===== src/rtl/mem_wb.sv =====
// MEM/WB pipeline register: captures MEM-stage results for the write-back stage,
// with synchronous reset, flush (bubble) and stall (hold), plus the write-back data mux.
module mem_wb #(
    parameter int DATA_W = 32,
    parameter int REG_AW = 3
) (
    input  logic              clk,
    input  logic              rst,
    input  logic              stall,
    input  logic              flush,
    input  logic              MEM_regwrite,
    input  logic              MEM_memtoreg,
    input  logic [DATA_W-1:0] MEM_rdata,
    input  logic [DATA_W-1:0] MEM_out,
    input  logic [REG_AW-1:0] MEM_rd,
    output logic              WB_regwrite,
    output logic              WB_memtoreg,
    output logic [DATA_W-1:0] WB_rdata,
    output logic [DATA_W-1:0] WB_out,
    output logic [REG_AW-1:0] WB_rd,
    output logic [DATA_W-1:0] WB_wdata
);

    // A bubble is all zeros, so regwrite=0 guarantees no register-file write for that slot.
    always_ff @(posedge clk) begin
        if (rst || flush) begin
            WB_regwrite <= 1'b0;
            WB_memtoreg <= 1'b0;
            WB_rdata    <= '0;
            WB_out      <= '0;
            WB_rd       <= '0;
        end else if (!stall) begin
            WB_regwrite <= MEM_regwrite;
            WB_memtoreg <= MEM_memtoreg;
            WB_rdata    <= MEM_rdata;
            WB_out      <= MEM_out;
            WB_rd       <= MEM_rd;
        end
    end

    assign WB_wdata = WB_memtoreg ? WB_rdata : WB_out;

endmodule


===== config.mk =====
export PLATFORM = sky130hd
export DESIGN_NAME = mem_wb
export DESIGN_NICKNAME = d
export VERILOG_FILES = /design/src/rtl/mem_wb.sv
export SDC_FILE = /design/constraint.sdc
export NUM_CORES = 1
export LEC_CHECK = 0
export ABC_AREA = 0
export CAP_MARGIN = 20
export CELL_PAD_IN_SITES_DETAIL_PLACEMENT = 0
export CELL_PAD_IN_SITES_GLOBAL_PLACEMENT = 2
export CORE_MARGIN = 3
export CORE_UTILIZATION = 22
export DETAILED_ROUTE_END_ITERATION = 10
export PLACE_DENSITY_LB_ADDON = 0.1
export SYNTH_ARGS = -nofsm -noshare
export SYNTH_HDL_FRONTEND = slang
export SYNTH_SLANG_ARGS = --single-unit
export TNS_END_PERCENT = 20

===== constraint.sdc =====
create_clock -name clk -period 4.1 [get_ports clk]
set_input_delay 1.23 -clock clk [delete_from_list [all_inputs] [get_ports clk]]
set_output_delay 1.23 -clock clk [all_outputs]
set_load 0.01 [all_outputs]

==> results of run 1 <==
==> report_power, final <==
part / total [mW] / internal [mW] / switching [mW]
clock network: 0.699 / 0.433 / 0.266
registers: 0.712 / 0.694 / 0.0178
logic: 0.249 / 0.161 / 0.0880
total: 1.66 / 1.29 / 0.372
==> metrics by stage <==
step | cell area (um2) | instances | utilization [%]
2_1_floorplan | 2820 | 260 | -
3_3_place_gp | 4690 | 584 | 38.2
3_5_place_dp | 4690 | 584 | 38.2
4_1_cts | 4950 | 598 | 40.4
5_1_grt | 4950 | 598 | 40.4
6_report | 4950 | 598 | 40.4
==> Yosys cell counts <==
master,number,share of area (%)
buf_2,10,1.8
buf_6,5,2.0
clkbuf_1,5,0.66
dfxtp_1,69,49
mux2_2,32,13
mux2i_1,69,24
nor2_1,69,9.2
or2_1,1,0.22
==> registers in the layout (all words and copies together), names as in the netlist <==
register     flops
WB_memtoreg      1
WB_out          32
WB_rd            3
WB_rdata        32
WB_regwrite      1
==> layer usage <==
layer	track usage [%]	part of all wire, %	vias up
met4	3.69	1.1	0
met2	19.8	47	104
met5	0	0	-
met3	5.51	8.6	10
li1	-	-	1207
met1	14.2	43	1141
==> critical path: stages, from the launching register on <==
cell,delay [ns]
dfxtp_2,0.44
buf_4,0.41
mux2_2,0.39
clkdlybuf4s50_1,0.48
==> logic make-up after synthesis <==
family                 Yosys count  synth area share (%)
and+or+nand+nor                 70                  9.40
muxes                          101                  37.2
DFF                             69                  48.9
buffers and inverters           20                  4.43
==> worst paths after layout <==
kind | startpoint | end | slack, ns | cells past startpoint
hold reg to reg | WB_rd[0] | WB_rd[0] | 0.49 | 2
hold / removal | WB_rd[0] | WB_rd[0] | 0.49 | 2
setup reg to reg | WB_memtoreg | WB_memtoreg | 2.87 | 3
setup / recovery | WB_memtoreg | WB_wdata[2] | 0.81 | 3
==> cells in the final DEF, fill, tap and decap left out <==
cell	count
buf_12	2
dfxtp_2	1
nor2_1	69
mux2_2	32
clkdlybuf4s50_1	172
buf_4	2
clkinv_2	2
clkbuf_8	2
dfxtp_1	68
or2_2	1
clkbuf_16	9
mux2i_1	69
clkbuf_1	1
==> cell type report <==
type | count | share of cell area, %
repair buffers | 176 | 35.9
multi-input cells | 171 | 26.6
clock inverters | 2 | 0.202
clock buffers | 12 | 5.18
flip-flops and latches | 69 | 27.9
well taps | 168 | 4.24
==> flow_summary.json, run 1 <==
{
  "outcome": "completed",
  "startpoint_type": "flop",
  "postLayoutSetupSlackWorst_ns": 0.810,
  "die_x_um": 119,
  "ir_worst_vdd_uv": 120,
  "fin_crit_ns": 3.29,
  "dieArea_um2": 14200,
  "cp.required_ns": 2.87,
  "io_buffers": 173,
  "ios": 174,
  "setup_tns_ns": 0,
  "yosysUniqueCellTypes": 8,
  "wl_um": 8520,
  "cts.clk_slew.worst_paths_ns": 0.05,
  "cts_setup_buffers": 0,
  "ff_latch_area_um2": 1380,
  "dr.pass1.iters": 4,
  "fmax_mhz": 304,
  "drcViolationCount": 0,
  "max_cap_violations": 0,
  "dp_hpwl_um": 6060,
  "track_usage_pct": 12.1,
  "avgSynthCellArea_um2": 10.9,
  "ant_nets": 0,
  "cts_tree": "built",
  "multi_input_area_um2": 1320,
  "grt_max_degree": 40,
  "fin_nets": 500,
  "pre_cts_ws_ns": 1.13,
  "std_cell_rows": 40,
  "slew_violations": 0,
  "place_congestion": 0.674,
  "avgRoutedWirePerCell_um": 14.2,
  "cts_buffer_depth": 2,
  "fillCellCount": 1238,
  "hold_viol": 0,
  "grt_pass1_wl_um": 13500,
  "synth-seq-cells": 69,
  "rsz0062_at_grt": "false",
  "power.density_nw_per_um2": 335,
  "antenna_found_initial": 0,
  "core_um2": 12300,
  "numCtsBuffers": 9,
  "max_slew.worst_pin.slew_ns": 0.659,
  "yosysSeqAreaShare_pct": 48.9,
  "finalCritPeriodShare_pct": 80.2,
  "setup_violations": 0,
  "htree_levels": 3,
  "total_power_mw": 1.66,
  "hp-class": "reg2reg",
  "vias": 2462,
  "clockRootBuffer": "clkbuf_16",
  "end_kind": "output pin",
  "viasPerCell": 4.12,
  "cts-hold-fix-buffers": 0,
  "initial_utilization_pct": 23.0,
  "diodes": 0,
  "yosysWarnings": 0,
  "die_y_um": 119,
  "clk_latency_ns": 0.32,
  "drt_iter0_drc": 86,
  "layout-drive-gt1-share_pct": 11.9,
  "fin_worst_hold_slack_ns": 0.495,
  "synthesis.area_um2": 2820,
  "syn-num-nets": 333,
  "syn2layout_area_growth_pct": 75.4,
  "cp_max_fo": 27,
  "grt-ovfl-total": 0,
  "p_leak_nw": 2.01,
  "cts_resized": 0,
  "clkSinkCount": 69,
  "maxSlewHeadroom_pct": 56.1,
  "synthCells": 260,
  "fin_skew_ns": 0,
  "critPathKind": "reg2out",
  "worstPathArrival_ns": 2.06,
  "first_global_vias": 2548
}
(Power assumes the default switching activity.)
==> run 2, diff against run 1 <==
--- a/config.mk
+++ b/config.mk
@@ -10,7 +10,7 @@
 export CELL_PAD_IN_SITES_DETAIL_PLACEMENT = 0
 export CELL_PAD_IN_SITES_GLOBAL_PLACEMENT = 2
 export CORE_MARGIN = 3
-export CORE_UTILIZATION = 22
+export CORE_UTILIZATION = 21
 export DETAILED_ROUTE_END_ITERATION = 10
 export PLACE_DENSITY_LB_ADDON = 0.1
 export SYNTH_ARGS = -nofsm -noshare
==> constraint.sdc (replaced) <==
create_clock -name clk -period 3.1 [get_ports clk]
set_input_delay 0.93 -clock clk [delete_from_list [all_inputs] [get_ports clk]]
set_output_delay 0.93 -clock clk [all_outputs]
set_load 0.01 [all_outputs]
==> run 2 against run 1 <==
Effect of this change: clock power grew 32%; highest routed layer unchanged; flip-flop and latch count is the same; worst setup slack lost 0.38 ns; combinational power grew 34%; critical endpoint is now WB_wdata[12]; die area grew 4.5%.
==> flow_summary.json, run 2 (same netlist as run 1, synthesis figures left out) <==
{
  "outcome": "completed",
  "fin_crit_ns": 2.67,
  "setup_tns_ns": 0,
  "dp.cells": 590,
  "dr.pass1.iters": 4,
  "cp_num_buf_inv": 2,
  "finalCritPeriodShare_pct": 86.0,
  "die_x_um": 122,
  "clockRootBuffer": "clkbuf_16",
  "ios": 174,
  "clkSinkCount": 69,
  "fin_nets": 502,
  "pre_cts_ws_ns": 0.764,
  "finalNonFillerCells": 605,
  "startpoint_type": "flop",
  "cts_buffer_depth": 2,
  "total_power_mw": 2.20,
  "crit_chain": "buf_12, mux2_2, clkdlybuf4s50_1",
  "drt_iter0_drc": 38,
  "maxSlewHeadroom_pct": 78.6,
  "slew_violations": 0,
  "place_congestion": 0.658,
  "layout_commonest_cell": "clkdlybuf4s50_1",
  "viasPerCell": 4.00,
  "first_global_vias": 2458,
  "diodes": 0,
  "dp_hpwl_um": 6000,
  "dieArea_um2": 14900,
  "track_usage_pct": 11.7,
  "cts_setup_buffers": 0,
  "cp_slowest_cell": "clkdlybuf4s50_1",
  "fmax_mhz": 375,
  "cp_top_family": "buffers and inverters",
  "htree_levels": 3,
  "std_cell_rows": 41,
  "max_slew.worst_pin.slew_ns": 0.321,
  "fin_skew_ns": 0,
  "post-route-util_pct": 38.7,
  "ir_worst_vdd_uv": 178,
  "hp-class": "reg2reg",
  "cts_tree": "built",
  "avgRoutedWirePerCell_um": 14.3,
  "initial_utilization_pct": 21.9,
  "grt_pass1_wl_um": 13100,
  "final_cell_mix": "172 x clkdlybuf4s50_1, 69 x mux2i_1, 69 x nor2_1, 68 x dfxtp_1, 32 x mux2_2",
  "setup_violations": 0,
  "numCtsBuffers": 9,
  "drcViolationCount": 0,
  "io_buffers": 173,
  "core_um2": 12900,
  "layout-drive-gt1-share_pct": 12.0,
  "power.density_nw_per_um2": 441,
  "wl_um": 8630,
  "reg_top3": "WB_out x32, WB_rdata x32, WB_rd x3",
  "antenna_found_initial": 0,
  "cp.required_ns": 2.17,
  "max_cap_violations": 0,
  "cp_max_fo": 34,
  "syn2layout_area_growth_pct": 76.4,
  "grt_max_degree": 70,
  "postLayoutSetupSlackWorst_ns": 0.434,
  "cts_resized": 0,
  "critPathKind": "reg2out",
  "die_y_um": 122,
  "grt-ovfl-total": 0,
  "ant_nets": 0,
  "hold_viol": 0,
  "cts.clk_slew.worst_paths_ns": 0.05,
  "vias": 2423,
  "r2r_setup_slack_ns": 2.28,
  "rsz0062_at_grt": "false",
  "crit_path_max_incr_delay_ns": 0.48,
  "cts-hold-fix-buffers": 0,
  "worstPathArrival_ns": 1.74,
  "clk_latency_ns": 0.33,
  "p_leak_nw": 2.02,
  "end_kind": "output pin"
}
## run 2: layout make-up
cell class	instances	area, um2
tap	172	215
clock buffer	13	250
fill	1286	7900
multi-input combinational	171	1320
timing repair buffer	178	1800
clock inverter	2	10.0
sequential	69	1380
## run 2: path summary, 6_finish.rpt
kind                             startpoint            to  depth (start not counted)
worst max-delay path            WB_memtoreg  WB_wdata[12]                          3
worst min-delay path            WB_regwrite   WB_regwrite                          2
worst max register to register  WB_memtoreg   WB_memtoreg                          3
worst min register to register  WB_regwrite   WB_regwrite                          2
## run 2: layer usage
metal  GRT usage, %  up-vias  share of wire [%]
met1           14.3     1089                 44
met5              0        -                  0
met3           4.97       13                 11
li1               -     1214                  -
met2           17.5      107                 44
met4           6.09        0                2.2
## run 2: per-stage QoR
stage	instance area, um2	hold slack (ns)
global placement	4720	0.480
global route	4980	0.532
finish	4980	0.492
CTS	4980	0.504
detailed placement	4720	0.491
floorplan	2820	0.535
## run 2: power breakdown
group	total (mW)	internal, mW	switching, mW
logic	0.334	0.215	0.118
clock network	0.923	0.557	0.366
registers	0.939	0.917	0.0221
## run 2: worst reg2reg max path, delay by kind of cell, from the launching register on
kind | cells | cell delay (ns)
mux | 1 | 0.15
simple gates | 1 | 0.05
buf+inv | 1 | 0.17
flops | 1 | 0.32
==> run 3, diff against run 2 <==
--- a/config.mk
+++ b/config.mk
@@ -9,10 +9,10 @@
 export CAP_MARGIN = 20
 export CELL_PAD_IN_SITES_DETAIL_PLACEMENT = 0
 export CELL_PAD_IN_SITES_GLOBAL_PLACEMENT = 2
-export CORE_MARGIN = 3
 export CORE_UTILIZATION = 21
 export DETAILED_ROUTE_END_ITERATION = 10
 export PLACE_DENSITY_LB_ADDON = 0.1
+export SLEW_MARGIN = 20
 export SYNTH_ARGS = -nofsm -noshare
 export SYNTH_HDL_FRONTEND = slang
 export SYNTH_SLANG_ARGS = --single-unit
==> constraint.sdc (replaced) <==
create_clock -name clk -period 3.1 [get_ports clk]
set_input_delay 0.31 -clock clk [delete_from_list [all_inputs] [get_ports clk]]
set_output_delay 0.31 -clock clk [all_outputs]
set_load 0.01 [all_outputs]
==> run 3 against run 2 <==
Effect of this change: sequential share of layout area rose by 0.22 points; die area fell by 6.5%; highest routed layer unchanged; sequential power rose by 0.5%; non-clock buffer count fell by 1; final cell count fell by 0.33%; largest cell class unchanged; routed wire length fell by 5.7%; worst setup slack improved by 0.21 ns; utilization fell by 0.30 points.
==> flow_summary.json, run 3 (same netlist as run 1, synthesis figures left out) <==
{
  "crit-reg2reg-launch": "WB_memtoreg",
  "syn2layout_area_growth_pct": 75.0,
  "reg_top3": "WB_out x32, WB_rdata x32, WB_rd x3",
  "final_cell_mix": "172 x clkdlybuf4s50_1, 69 x mux2i_1, 69 x nor2_1, 68 x dfxtp_1, 32 x mux2_2",
  "ff_latch_area_um2": 1380,
  "grt-ovfl-total": 0,
  "track_usage_pct": 12.1,
  "ios": 174,
  "initial_utilization_pct": 21.9,
  "htree_levels": 3,
  "setup_violations": 0,
  "cts_buffer_depth": 2,
  "fmax_mhz": 407,
  "max_cap_violations": 0,
  "vias": 2394,
  "hp-class": "reg2reg",
  "drcViolationCount": 0,
  "cts_tree": "built",
  "layout_commonest_cell": "clkdlybuf4s50_1",
  "outcome": "completed",
  "fin_crit_ns": 2.46,
  "dp_hpwl_um": 5560,
  "place_congestion": 0.674,
  "cts.clk_slew.worst_paths_ns": 0.05,
  "cts-hold-fix-buffers": 0,
  "cts_setup_buffers": 0,
  "postLayoutSetupSlackWorst_ns": 0.642,
  "dr.pass1.iters": 4,
  "pre_cts_ws_ns": 0.977,
  "rsz0062_at_grt": "false",
  "fillCellCount": 1308,
  "setup_tns_ns": 0,
  "startpoint_type": "flop",
  "post-route-util_pct": 38.4,
  "drt_iter0_drc": 87,
  "wl_um": 8140,
  "fin_skew_ns": 0,
  "numCtsBuffers": 9,
  "multi_input_area_um2": 1320,
  "antenna_found_initial": 0,
  "max_slew.worst_pin.slew_ns": 0.885,
  "diodes": 0,
  "cp_max_fo": 34,
  "ant_nets": 0,
  "slew_violations": 0,
  "first_global_vias": 2401,
  "end_kind": "output pin",
  "io_buffers": 173,
  "fin_area_um2": 4940,
  "die_x_um": 118,
  "min_from": "WB_rd[1]",
  "clkSinkCount": 69,
  "grt_max_degree": 70,
  "worstPathArrival_ns": 2.15,
  "maxSlewHeadroom_pct": 41.0,
  "grt_pass1_wl_um": 12900,
  "hold_viol": 0,
  "ir_worst_vdd_uv": 193,
  "viasPerCell": 3.97,
  "cts_resized": 0,
  "power.density_nw_per_um2": 444,
  "clockRootBuffer": "clkbuf_16",
  "die_y_um": 118,
  "std_cell_rows": 41,
  "cp.required_ns": 2.79,
  "dieArea_um2": 13900,
  "place_area_um2": 4670,
  "p_leak_nw": 2.01,
  "core_um2": 12900,
  "total_power_mw": 2.20,
  "critPathKind": "reg2out",
  "fin_nets": 501,
  "startpoint": "WB_memtoreg",
  "clk_latency_ns": 0.32,
  "layout-drive-gt1-share_pct": 12.1,
  "finalCritPeriodShare_pct": 79.3,
  "avgRoutedWirePerCell_um": 13.5
}
-- run 3: cell count changes in the layout (fill, tap and decap cells not counted), sizes merged --
cell,previous run,this run
clkbuf,13,12
buf,6,5
-- run 3: path summary, 6_finish.rpt --
path,endpoint,slack [ns],cells past startpoint
min reg2reg,WB_rd[1],0.50,2
max reg2reg,WB_memtoreg,1.85,2
max,WB_wdata[6],0.64,2
min,WB_rd[1],0.50,2
-- run 3: area by class of cell --
cell class | count | area share (%)
timing repair buffer | 177 | 35.6
sequential | 69 | 28.0
clock buffer | 12 | 5.19
clock inverter | 2 | 0.203
tap | 172 | 4.36
multi-input combinational | 171 | 26.6
-- run 3: critical path, cell delays in order, from the launching register on --
cell and delay (ns):
dfxtp_2 0.90, mux2_2 0.41, clkdlybuf4s50_1 0.47
-- run 3: stage by stage --
step / hold WS, ns / instances
floorplan: 0.454 / 260
global placement: 0.481 / 589
detailed placement: 0.493 / 589
CTS: 0.509 / 603
global route: 0.542 / 603
finish: 0.500 / 603
-- run 3: power by group --
part | switching [mW] | internal, mW
Sequential | 0.0270 | 0.917
Clock | 0.355 | 0.573
Combinational | 0.112 | 0.211
Total | 0.494 | 1.70
-- run 3: routing by layer --
metal | global-route usage, % | vias to the layer above | routed length (um)
li1 | - | 1208 | -
met1 | 14.0 | 1078 | 3550
met2 | 19.7 | 101 | 3920
met3 | 5.38 | 7 | 580
met4 | 3.85 | 0 | 80
met5 | 0 | - | 0
